## src/rtl/nibble_serial_adder_if.sv

```systemverilog
// Valid/ready bundle for nibble_serial_adder: operand handshake in, result handshake out.
interface nibble_serial_adder_if #(
  parameter int WIDTH = 16
);
  logic             in_valid;
  logic             in_ready;
  logic [WIDTH-1:0] a;
  logic [WIDTH-1:0] b;
  logic             c_in;
  logic             out_valid;
  logic             out_ready;
  logic [WIDTH-1:0] sum;
  logic             c_out;
  logic             ovf;

  modport master (
    output in_valid, a, b, c_in, out_ready,
    input  in_ready, out_valid, sum, c_out, ovf
  );

  modport slave (
    input  in_valid, a, b, c_in, out_ready,
    output in_ready, out_valid, sum, c_out, ovf
  );
endinterface

```

## src/rtl/nibble_serial_adder.sv

```systemverilog
// Multi-cycle adder streaming WIDTH-bit operands through one 4-bit carry-lookahead slice.
// Optional signed-overflow flag enabled by defining NIBBLE_SERIAL_ADDER_OVF_EN.
module carry_look_ahead_adder_4bit (
  input  logic [3:0] a,
  input  logic [3:0] b,
  input  logic       c_in,
  output logic [3:0] sum,
  output logic       c_out
);
  logic [3:0] p;
  logic [3:0] g;
  logic [4:0] c;

  always_comb begin
    p    = a ^ b;
    g    = a & b;
    c[0] = c_in;
    c[1] = g[0] | (p[0] & c[0]);
    c[2] = g[1] | (p[1] & g[0]) | (p[1] & p[0] & c[0]);
    c[3] = g[2] | (p[2] & g[1]) | (p[2] & p[1] & g[0]) | (p[2] & p[1] & p[0] & c[0]);
    c[4] = g[3] | (p[3] & g[2]) | (p[3] & p[2] & g[1]) | (p[3] & p[2] & p[1] & g[0])
         | (p[3] & p[2] & p[1] & p[0] & c[0]);
    sum   = p ^ c[3:0];
    c_out = c[4];
  end
endmodule

module nibble_serial_adder #(
  parameter int WIDTH = 16
) (
  input logic                clk,
  input logic                reset,
  nibble_serial_adder_if.slave bus
);
  localparam int N  = WIDTH / 4;
  localparam int KW = (N > 1) ? $clog2(N) : 1;

  typedef enum logic [1:0] {
    IDLE = 2'd0,
    BUSY = 2'd1,
    DONE = 2'd2
  } state_t;

  state_t               state;
  state_t               state_next;
  logic [N-1:0][3:0]    a_reg;
  logic [N-1:0][3:0]    b_reg;
  logic [N-1:0][3:0]    sum_reg;
  logic                 carry;
  logic [KW-1:0]        k;
  logic                 last;
  logic [3:0]           slice_sum;
  logic                 slice_co;

  assign last = (k == KW'(N - 1));

  carry_look_ahead_adder_4bit u_slice (
    .a     (a_reg[k]),
    .b     (b_reg[k]),
    .c_in  (carry),
    .sum   (slice_sum),
    .c_out (slice_co)
  );

  // NOTE: sequential state uses non-blocking assignments so every register samples pre-edge values.
  always_ff @(posedge clk or posedge reset) begin
    if (reset) state <= IDLE;
    else       state <= state_next;
  end

  // NOTE: default assigned first so no path through the case leaves state_next unassigned (no latch).
  always_comb begin
    state_next = state;
    case (state)
      IDLE:    if (bus.in_valid)  state_next = BUSY;
      BUSY:    if (last)          state_next = DONE;
      DONE:    if (bus.out_ready) state_next = IDLE;
      default:                    state_next = IDLE;
    endcase
  end

  // Upper sum nibbles keep the previous result until the slice overwrites them.
  always_ff @(posedge clk or posedge reset) begin
    if (reset) begin
      a_reg   <= '0;
      b_reg   <= '0;
      sum_reg <= '0;
      carry   <= 1'b0;
      k       <= '0;
    end else begin
      case (state)
        IDLE: begin
          if (bus.in_valid) begin
            a_reg <= bus.a;
            b_reg <= bus.b;
            carry <= bus.c_in;
            k     <= '0;
          end
        end
        BUSY: begin
          sum_reg[k] <= slice_sum;
          carry      <= slice_co;
          if (!last) k <= k + 1'b1;
        end
        default: ;
      endcase
    end
  end

  assign bus.in_ready  = (state == IDLE);
  assign bus.out_valid = (state == DONE);
  assign bus.sum       = sum_reg;
  assign bus.c_out     = carry;

`ifdef NIBBLE_SERIAL_ADDER_OVF_EN
  logic ovf_reg;

  // Carry into the MSB is recovered from the MSB sum bit, then compared with the carry out.
  always_ff @(posedge clk or posedge reset) begin
    if (reset)                     ovf_reg <= 1'b0;
    else if (state == BUSY && last) ovf_reg <= a_reg[N-1][3] ^ b_reg[N-1][3] ^ slice_sum[3] ^ slice_co;
  end

  assign bus.ovf = ovf_reg;
`else
  assign bus.ovf = 1'b0;
`endif
endmodule

```

## src/flat_wrapper.sv

```systemverilog
// flat-port wrapper written by rule: the top's interface ports become plain ports
module nibble_serial_adder_flat 
#(
  parameter int WIDTH = 16
)
  (clk, reset, bus_in_valid, bus_a, bus_b, bus_c_in, bus_out_ready, bus_in_ready, bus_out_valid, bus_sum, bus_c_out, bus_ovf);
  nibble_serial_adder_if #(.WIDTH(WIDTH)) bus_i ();
  input logic clk;
  input logic reset;
  input wire logic [$bits(bus_i.in_valid)-1:0] bus_in_valid;
  input wire logic [$bits(bus_i.a)-1:0] bus_a;
  input wire logic [$bits(bus_i.b)-1:0] bus_b;
  input wire logic [$bits(bus_i.c_in)-1:0] bus_c_in;
  input wire logic [$bits(bus_i.out_ready)-1:0] bus_out_ready;
  output wire logic [$bits(bus_i.in_ready)-1:0] bus_in_ready;
  output wire logic [$bits(bus_i.out_valid)-1:0] bus_out_valid;
  output wire logic [$bits(bus_i.sum)-1:0] bus_sum;
  output wire logic [$bits(bus_i.c_out)-1:0] bus_c_out;
  output wire logic [$bits(bus_i.ovf)-1:0] bus_ovf;
  assign bus_i.in_valid = bus_in_valid;
  assign bus_i.a = bus_a;
  assign bus_i.b = bus_b;
  assign bus_i.c_in = bus_c_in;
  assign bus_i.out_ready = bus_out_ready;
  assign bus_in_ready = bus_i.in_ready;
  assign bus_out_valid = bus_i.out_valid;
  assign bus_sum = bus_i.sum;
  assign bus_c_out = bus_i.c_out;
  assign bus_ovf = bus_i.ovf;
  nibble_serial_adder #(.WIDTH(WIDTH)) u_core (.clk(clk), .reset(reset), .bus(bus_i));
endmodule
```

## config.mk

```make
export PLATFORM = sky130hd
export DESIGN_NAME = nibble_serial_adder_flat
export DESIGN_NICKNAME = d
export VERILOG_FILES = /design/src/rtl/nibble_serial_adder_if.sv /design/src/rtl/nibble_serial_adder.sv /design/src/flat_wrapper.sv
export SDC_FILE = /design/constraint.sdc
export NUM_CORES = 1
export LEC_CHECK = 0
export ABC_AREA = 1
export ABC_CLOCK_PERIOD_IN_PS = 2200
export CELL_PAD_IN_SITES_DETAIL_PLACEMENT = 0
export CELL_PAD_IN_SITES_GLOBAL_PLACEMENT = 1
export CORE_ASPECT_RATIO = 1.2
export CORE_UTILIZATION = 35
export DETAILED_ROUTE_END_ITERATION = 6
export DONT_BUFFER_PORTS = 1
export PLACE_DENSITY = 0.72
export SLEW_MARGIN = 20
export SYNTH_ARGS = -nofsm -noshare
export SYNTH_HDL_FRONTEND = slang
export SYNTH_HIERARCHICAL = 1
export SYNTH_SLANG_ARGS = --single-unit
```

## constraint.sdc

```tcl
create_clock -name clk -period 2.2 [get_ports clk]
set_clock_uncertainty 0.1 [all_clocks]
set_input_delay 0.33 -clock clk [delete_from_list [all_inputs] [get_ports clk]]
set_output_delay 0.33 -clock clk [all_outputs]
set_load 0.1 [all_outputs]
```

==> results of run 1 <==
-- critical path, delay by kind of cell (launching register included) --
family,cells,cell delay [ps]
and+or+nand+nor,10,820
AOI/OAI and AO/OA,1,210
DFF,1,460
buffers and inverters,1,150
adders and majority gates,1,230
-- per-layer routing --
layer | track usage | share of wire | vias to the layer above
met5 | 0 | 0 | -
met4 | 0.0648 | 0.022 | 0
met3 | 0.0385 | 0.046 | 7
met2 | 0.267 | 0.47 | 47
met1 | 0.208 | 0.46 | 951
li1 | - | - | 1083
-- worst paths after layout --
path / endpoint / slack (ps) / cells past startpoint
max reg2reg: u_core/bus.c_out / 110 / 13
min in group asynchronous: u_core/bus.sum[5] / 460 / 2
max: u_core/bus.c_out / 110 / 13
min reg2reg: u_core/a_reg[14] / 380 / 2
min: u_core/state[1] / 9 / 1
max in group asynchronous: u_core/k[0] / 980 / 3
-- cell families (layout without fill, tap and decap cells) --
kind of cell | after synthesis | count (layout)
other | 1 | 1
DFF | 53 | 53
xor gates and xnor gates | 1 | 1
AOI/OAI and AO/OA | 34 | 34
adders and majority gates | 9 | 9
and+or+nand+nor | 185 | 185
buffers and inverters | 49 | 66
-- synthesized netlist by cell type, types with 2 or more instances --
cell type	instances	area, sq um
buf_2	12	60.1
clkbuf_1	2	7.51
dfrtp_1	53	1330
o211ai_1	8	60.1
inv_2	2	7.51
nor2_4	2	22.5
nand3_1	41	205
nand4_1	3	18.8
buf_4	2	15.0
inv_1	30	113
nand2_1	131	492
ha_1	8	100
nor2_1	2	7.51
nand2_4	5	56.3
o21ai_0	20	100
o21ai_1	4	20.0
-- area by class of cell --
type | instances | area, sq um | share of cell area
Timing Repair Buffer | 26 | 226 | 0.0743
Clock buffer | 6 | 82.6 | 0.0271
Tap cell | 90 | 113 | 0.0370
Inverter | 33 | 129 | 0.0423
Sequential cell | 53 | 1330 | 0.436
Multi-Input combinational cell | 230 | 1160 | 0.381
Clock inverter | 1 | 7.51 | 0.00246
-- per-stage QoR --
stage	TNS, ps	instance area (sq um)	util	worst slack, ps
2_1_floorplan	0	2670	-	66.9
6_report	0	3050	0.416	113
4_1_cts	0	3010	0.412	25.9
5_1_grt	-32.5	3050	0.416	-17.9
3_5_place_dp	0	2910	0.398	53.9
3_3_place_gp	0	2910	0.398	143
-- timing repair --
action                                  in CTS  in global routing
endpoints found under the setup margin       0                 11
hold buffers                                 1                  0
buffers inserted                             0                  0
gates resized for setup                      0                 13
hold endpoints to repair                    26                  0
==> flow_summary_export.csv, run 1 <==
group,metric,value,unit
global_routing,grt_max_degree,38,
clock_network,htreeDepth,2,
route,drt-vias-per-instance,4.76,
worst_setup_path,path_max_fanout,12,
global_routing,grt_pass1_wl,10000,um
min_path,worstHoldPathType,"in -> reg",
sta,tightestPinTransition,634,ps
place,portBuffers,0,
logic_synthesis,synth_area_per_cell,8.03,sq um
clock_network,clkTransAtPathRegs,90,ps
cells_and_area,final_layout_size_suffix_gt1_frac,0.135,
cells_and_area,layout_commonest_cell,"nand2_1",
place,hpwl,4290,um
logic_synthesis,netlist_area,0.00267,sq mm
worst_setup_path,crit_path_top_delay_cell,"dfrtp_2",
clock_network,cts.sinks,53,
logic_synthesis,yosysWarnings,6,
run,max-cap-violations,0,
route,firstDrtPassIters,4,
worst_setup_path,rr_startpoint,"u_core/k[0]",
logic_synthesis,async_flop_share,1.00,
sta,finalCritPeriodShare,0.948,
logic_synthesis,synth-edff-count,0,
logic_synthesis,yosysSeqAreaShare,0.497,
logic_synthesis,synth_seq_cells,53,
die,rows,34,
sta,finalHoldViolations,0,
clock_network,cts_tree,"yes",
sta,hold_ws,8.56,ps
sta,relSlewSlack,0.577,
die,die_w,81.7,um
worst_setup_path,path_cells,"buf_6, o21ai_0, nand2_1, nand2_1, ha_4, nand2_1, nand3_1, nand3_1, nand2_1, nand3_1, nand2_1, nand2_1, nand2_1",
worst_setup_path,cp_data_arrival_time,2190,ps
sta,setup_viol,0,
cells_and_area,diodes,0,
logic_synthesis,synthAdderAreaFrac,0.0450,
worst_setup_path,cp_data_required_time,2300,ps
global_routing,grt-ovfl-total,0,
global_routing,grt_antenna_before_repair,0,
worst_setup_path,crit_type,"reg -> reg",
die,die_area,0.00797,sq mm
worst_setup_path,crit_path_end_kind,"flip-flop",
die,chipHeight,97.6,um
global_routing,grt_pass1_vias,2108,
route,drc,0,
logic_synthesis,yosys.area_share.simple,0.303,
die,num_io_pins,57,
logic_synthesis,synthMuxAreaShare,0,
clock_network,clk_latency,300,ps
clock_network,clock_path_buffers,2,
cells_and_area,mostFrequentLayoutCells,"131 x nand2_1, 52 x dfrtp_1, 41 x nand3_1",
worst_setup_path,start_kind,"flip-flop",
global_routing,grt_util_all_layers,0.165,
min_path,min-delay-start,"bus_out_ready",
cells_and_area,final_cells,439,
cells_and_area,nFillCells,783,
clock_network,clockRootBuffer,"clkbuf_8",
cells_and_area,fin_nets,395,
route,dr_total_vias,2088,
logic_synthesis,synth_xor_area_frac,0.00328,
status,outcome,"finished, final reports clean",
logic_synthesis,netlist_instances,332,
worst_setup_path,critPathMaxStageDelay,460,ps
route,antenna_left,0,
logic_synthesis,synth_compound_area_frac,0.0723,
route,drtIter0Drc,123,
route,wire_per_inst,13.4,um
logic_synthesis,synth_top_family_by_area,"simple AND/OR/NAND/NOR gates",
place,gp_congestion,0.758,
die,start_util,0.364,
die,coreArea,0.00732,sq mm
route,totalWireLength,5880,um
cells_and_area,syn_to_final_growth,14.3,%
sta,slew_viol_final,0,
sta,fin_crit,2090,ps
logic_synthesis,yosys_most_used_dff,"dfrtp_1",
sta,max_clock_freq,479,MHz
place,place_inst,431,
worst_setup_path,cp_common_cell,"nand2_1",
logic_synthesis,syn_nets,378,
worst_setup_path,crit_start,"u_core/k[0]",
logic_synthesis,yosysUniqueCellTypes,23,
clock_network,numCtsBuffers,5,
Power of run 1 is left out: the tool's default activity adds up to more than one toggle a clock period on the data nets, which glitch-free logic cannot reach.
==> run 2: changes to the inputs <==
Settings changed: ABC_CLOCK_PERIOD_IN_PS 2200 to 2100, CAP_MARGIN set to 0, PLACE_DENSITY 0.72 to 0.7.
Clock period 2.2 ns to 2.1 ns, I/O delays scaled along.
==> run 2 against run 1 <==
  * Cell count rose by 1.6%
  * Die area is the same
  * Wire length increased by 2.8%
  * Global-route usage shrank 0.81 points
  * First-iteration DRC count shrank 28%
  * Maximum frequency increased by 5.3%
  * Critical path type unchanged
  * Critical endpoint unchanged
  * Largest cell class unchanged
==> flow_summary_export.csv, run 2 (synthesis results as in run 1) <==
group,metric,value,unit
clock_network,numCtsBuffers,5,
global_routing,grt-ovfl-total,0,
run,max-cap-violations,0,
sta,finalCritPeriodShare,0.944,
sta,relSlewSlack,0.643,
worst_setup_path,cp_common_cell,"nand2_1",
worst_setup_path,critPathMaxStageDelay,430,ps
worst_setup_path,cp_data_required_time,2210,ps
clock_network,htreeDepth,2,
route,drt-vias-per-instance,4.68,
place,pre_cts_slack,-29.5,ps
global_routing,grt_antenna_before_repair,0,
worst_setup_path,crit_path_end_kind,"flip-flop",
global_routing,grt_util_all_layers,0.157,
cells_and_area,layout_commonest_cell,"nand2_1",
route,antenna_left,0,
route,dr_total_vias,2089,
sta,tightestPinTransition,535,ps
min_path,worstHoldPathType,"in -> reg",
worst_setup_path,crit_family,"simple AND/OR/NAND/NOR gates",
die,die_w,81.7,um
place,hpwl,4260,um
status,outcome,"finished, final reports clean",
clock_network,clk_latency,310,ps
die,num_io_pins,57,
worst_setup_path,crit_path_top_delay_cell,"dfrtp_1",
global_routing,grt_max_degree,38,
route,firstDrtPassIters,4,
die,chipHeight,97.6,um
worst_setup_path,path_cells,"buf_6, buf_4, o21ai_0, nand2_1, nand2_1, ha_4, a21oi_1, nand2_1, nand3_1, nand2_1, nand2_1, nand2_1",
global_routing,grt_pass1_wl,9520,um
clock_network,clkTransAtPathRegs,100,ps
route,drtIter0Drc,89,
route,drc,0,
cells_and_area,finalInstanceArea,0.00318,sq mm
clock_network,cts_tree,"yes",
place,place_inst,433,
die,start_util,0.364,
cells_and_area,syn_to_final_growth,19.4,%
worst_setup_path,cp_num_buf_inv,2,
sta,rsz0062_at_grt,"true",
place,portBuffers,0,
die,coreArea,0.00732,sq mm
worst_setup_path,crit_type,"reg -> reg",
cells_and_area,diodes,0,
cells_and_area,final_layout_size_suffix_gt1_frac,0.188,
sta,finalHoldViolations,0,
cells_and_area,fin_nets,401,
sta,fin_crit,1980,ps
place,gp_congestion,0.787,
worst_setup_path,path_max_fanout,13,
global_routing,grt_pass1_vias,1968,
place,placed_area,0.00291,sq mm
worst_setup_path,start_kind,"flip-flop",
sta,slew_viol_final,0,
route,wire_per_inst,13.6,um
cells_and_area,mostFrequentLayoutCells,"127 x nand2_1, 53 x dfrtp_1, 39 x nand3_1",
cells_and_area,nFillCells,780,
die,die_area,0.00797,sq mm
die,rows,34,
clock_network,clock_path_buffers,2,
cells_and_area,final_cells,446,
sta,setup_viol,0,
sta,max_clock_freq,505,MHz
route,totalWireLength,6050,um
clock_network,clockRootBuffer,"clkbuf_8",
worst_setup_path,cp_data_arrival_time,2090,ps
sta,fin_ws,119,ps
clock_network,cts.sinks,53,
[run 2: layout make-up]
cell class                 instances  area (sq um)  share of cell area
sequential                        53          1330               0.417
inverter                          33           129              0.0405
timing repair buffer              32           265              0.0833
clock inverter                     3          65.1              0.0204
tap                               90           113              0.0354
clock buffer                       5          68.8              0.0216
multi-input combinational        230          1220               0.382
[run 2: routing by layer]
metal	vias to the layer above	GRT usage	wire (um)
met1	943	0.213	2730
met4	0	0.0405	77
met3	6	0.0357	258
li1	1095	-	-
met5	-	0	0
met2	45	0.247	2990
[run 2: worst paths after layout]
path,startpoint,to,slack [ps],depth (start not counted)
setup / recovery,u_core/k[0],u_core/bus.c_out,120,12
hold / removal,bus_b[0],u_core/b_reg[0],30,2
setup reg to reg,u_core/k[0],u_core/bus.c_out,120,12
hold reg to reg,u_core/b_reg[3],u_core/b_reg[3],380,2
max in group asynchronous,reset,u_core/b_reg[3],960,3
min in group asynchronous,reset,u_core/bus.sum[0],390,2
[run 2: what timing repair did]
| action | in CTS | in global routing |
|---|---|---|
| endpoints found under the setup margin | 4 | 17 |
| setup buffers | 0 | 3 |
| pin swaps | 0 | 17 |
| endpoints found under the hold margin | 24 | 0 |
| hold buffers | 2 | 0 |
| resized for setup | 3 | 30 |
[run 2: stage by stage]
| stage | hold WS (ps) | utilization | setup TNS (ps) |
|---|---|---|---|
| after CTS | 27.4 | 0.420 | 0 |
| final | 33.2 | 0.435 | 0 |
| after detailed placement | 177 | 0.398 | -57.9 |
| after global routing | 21.2 | 0.435 | -136 |
| after global placement | 176 | 0.398 | 0 |
| after floorplan | 313 | - | 0 |
[run 2: worst reg2reg max path: stages (launching register included)]
cell and delay [ps]:
dfrtp_1 430, buf_6 160, buf_4 160, o21ai_0 160, nand2_1 70, nand2_1 130, ha_4 230, a21oi_1 140
nand2_1 70, nand3_1 80, nand2_1 50, nand2_1 50, nand2_1 40
Power of run 2 is left out for the same reason.
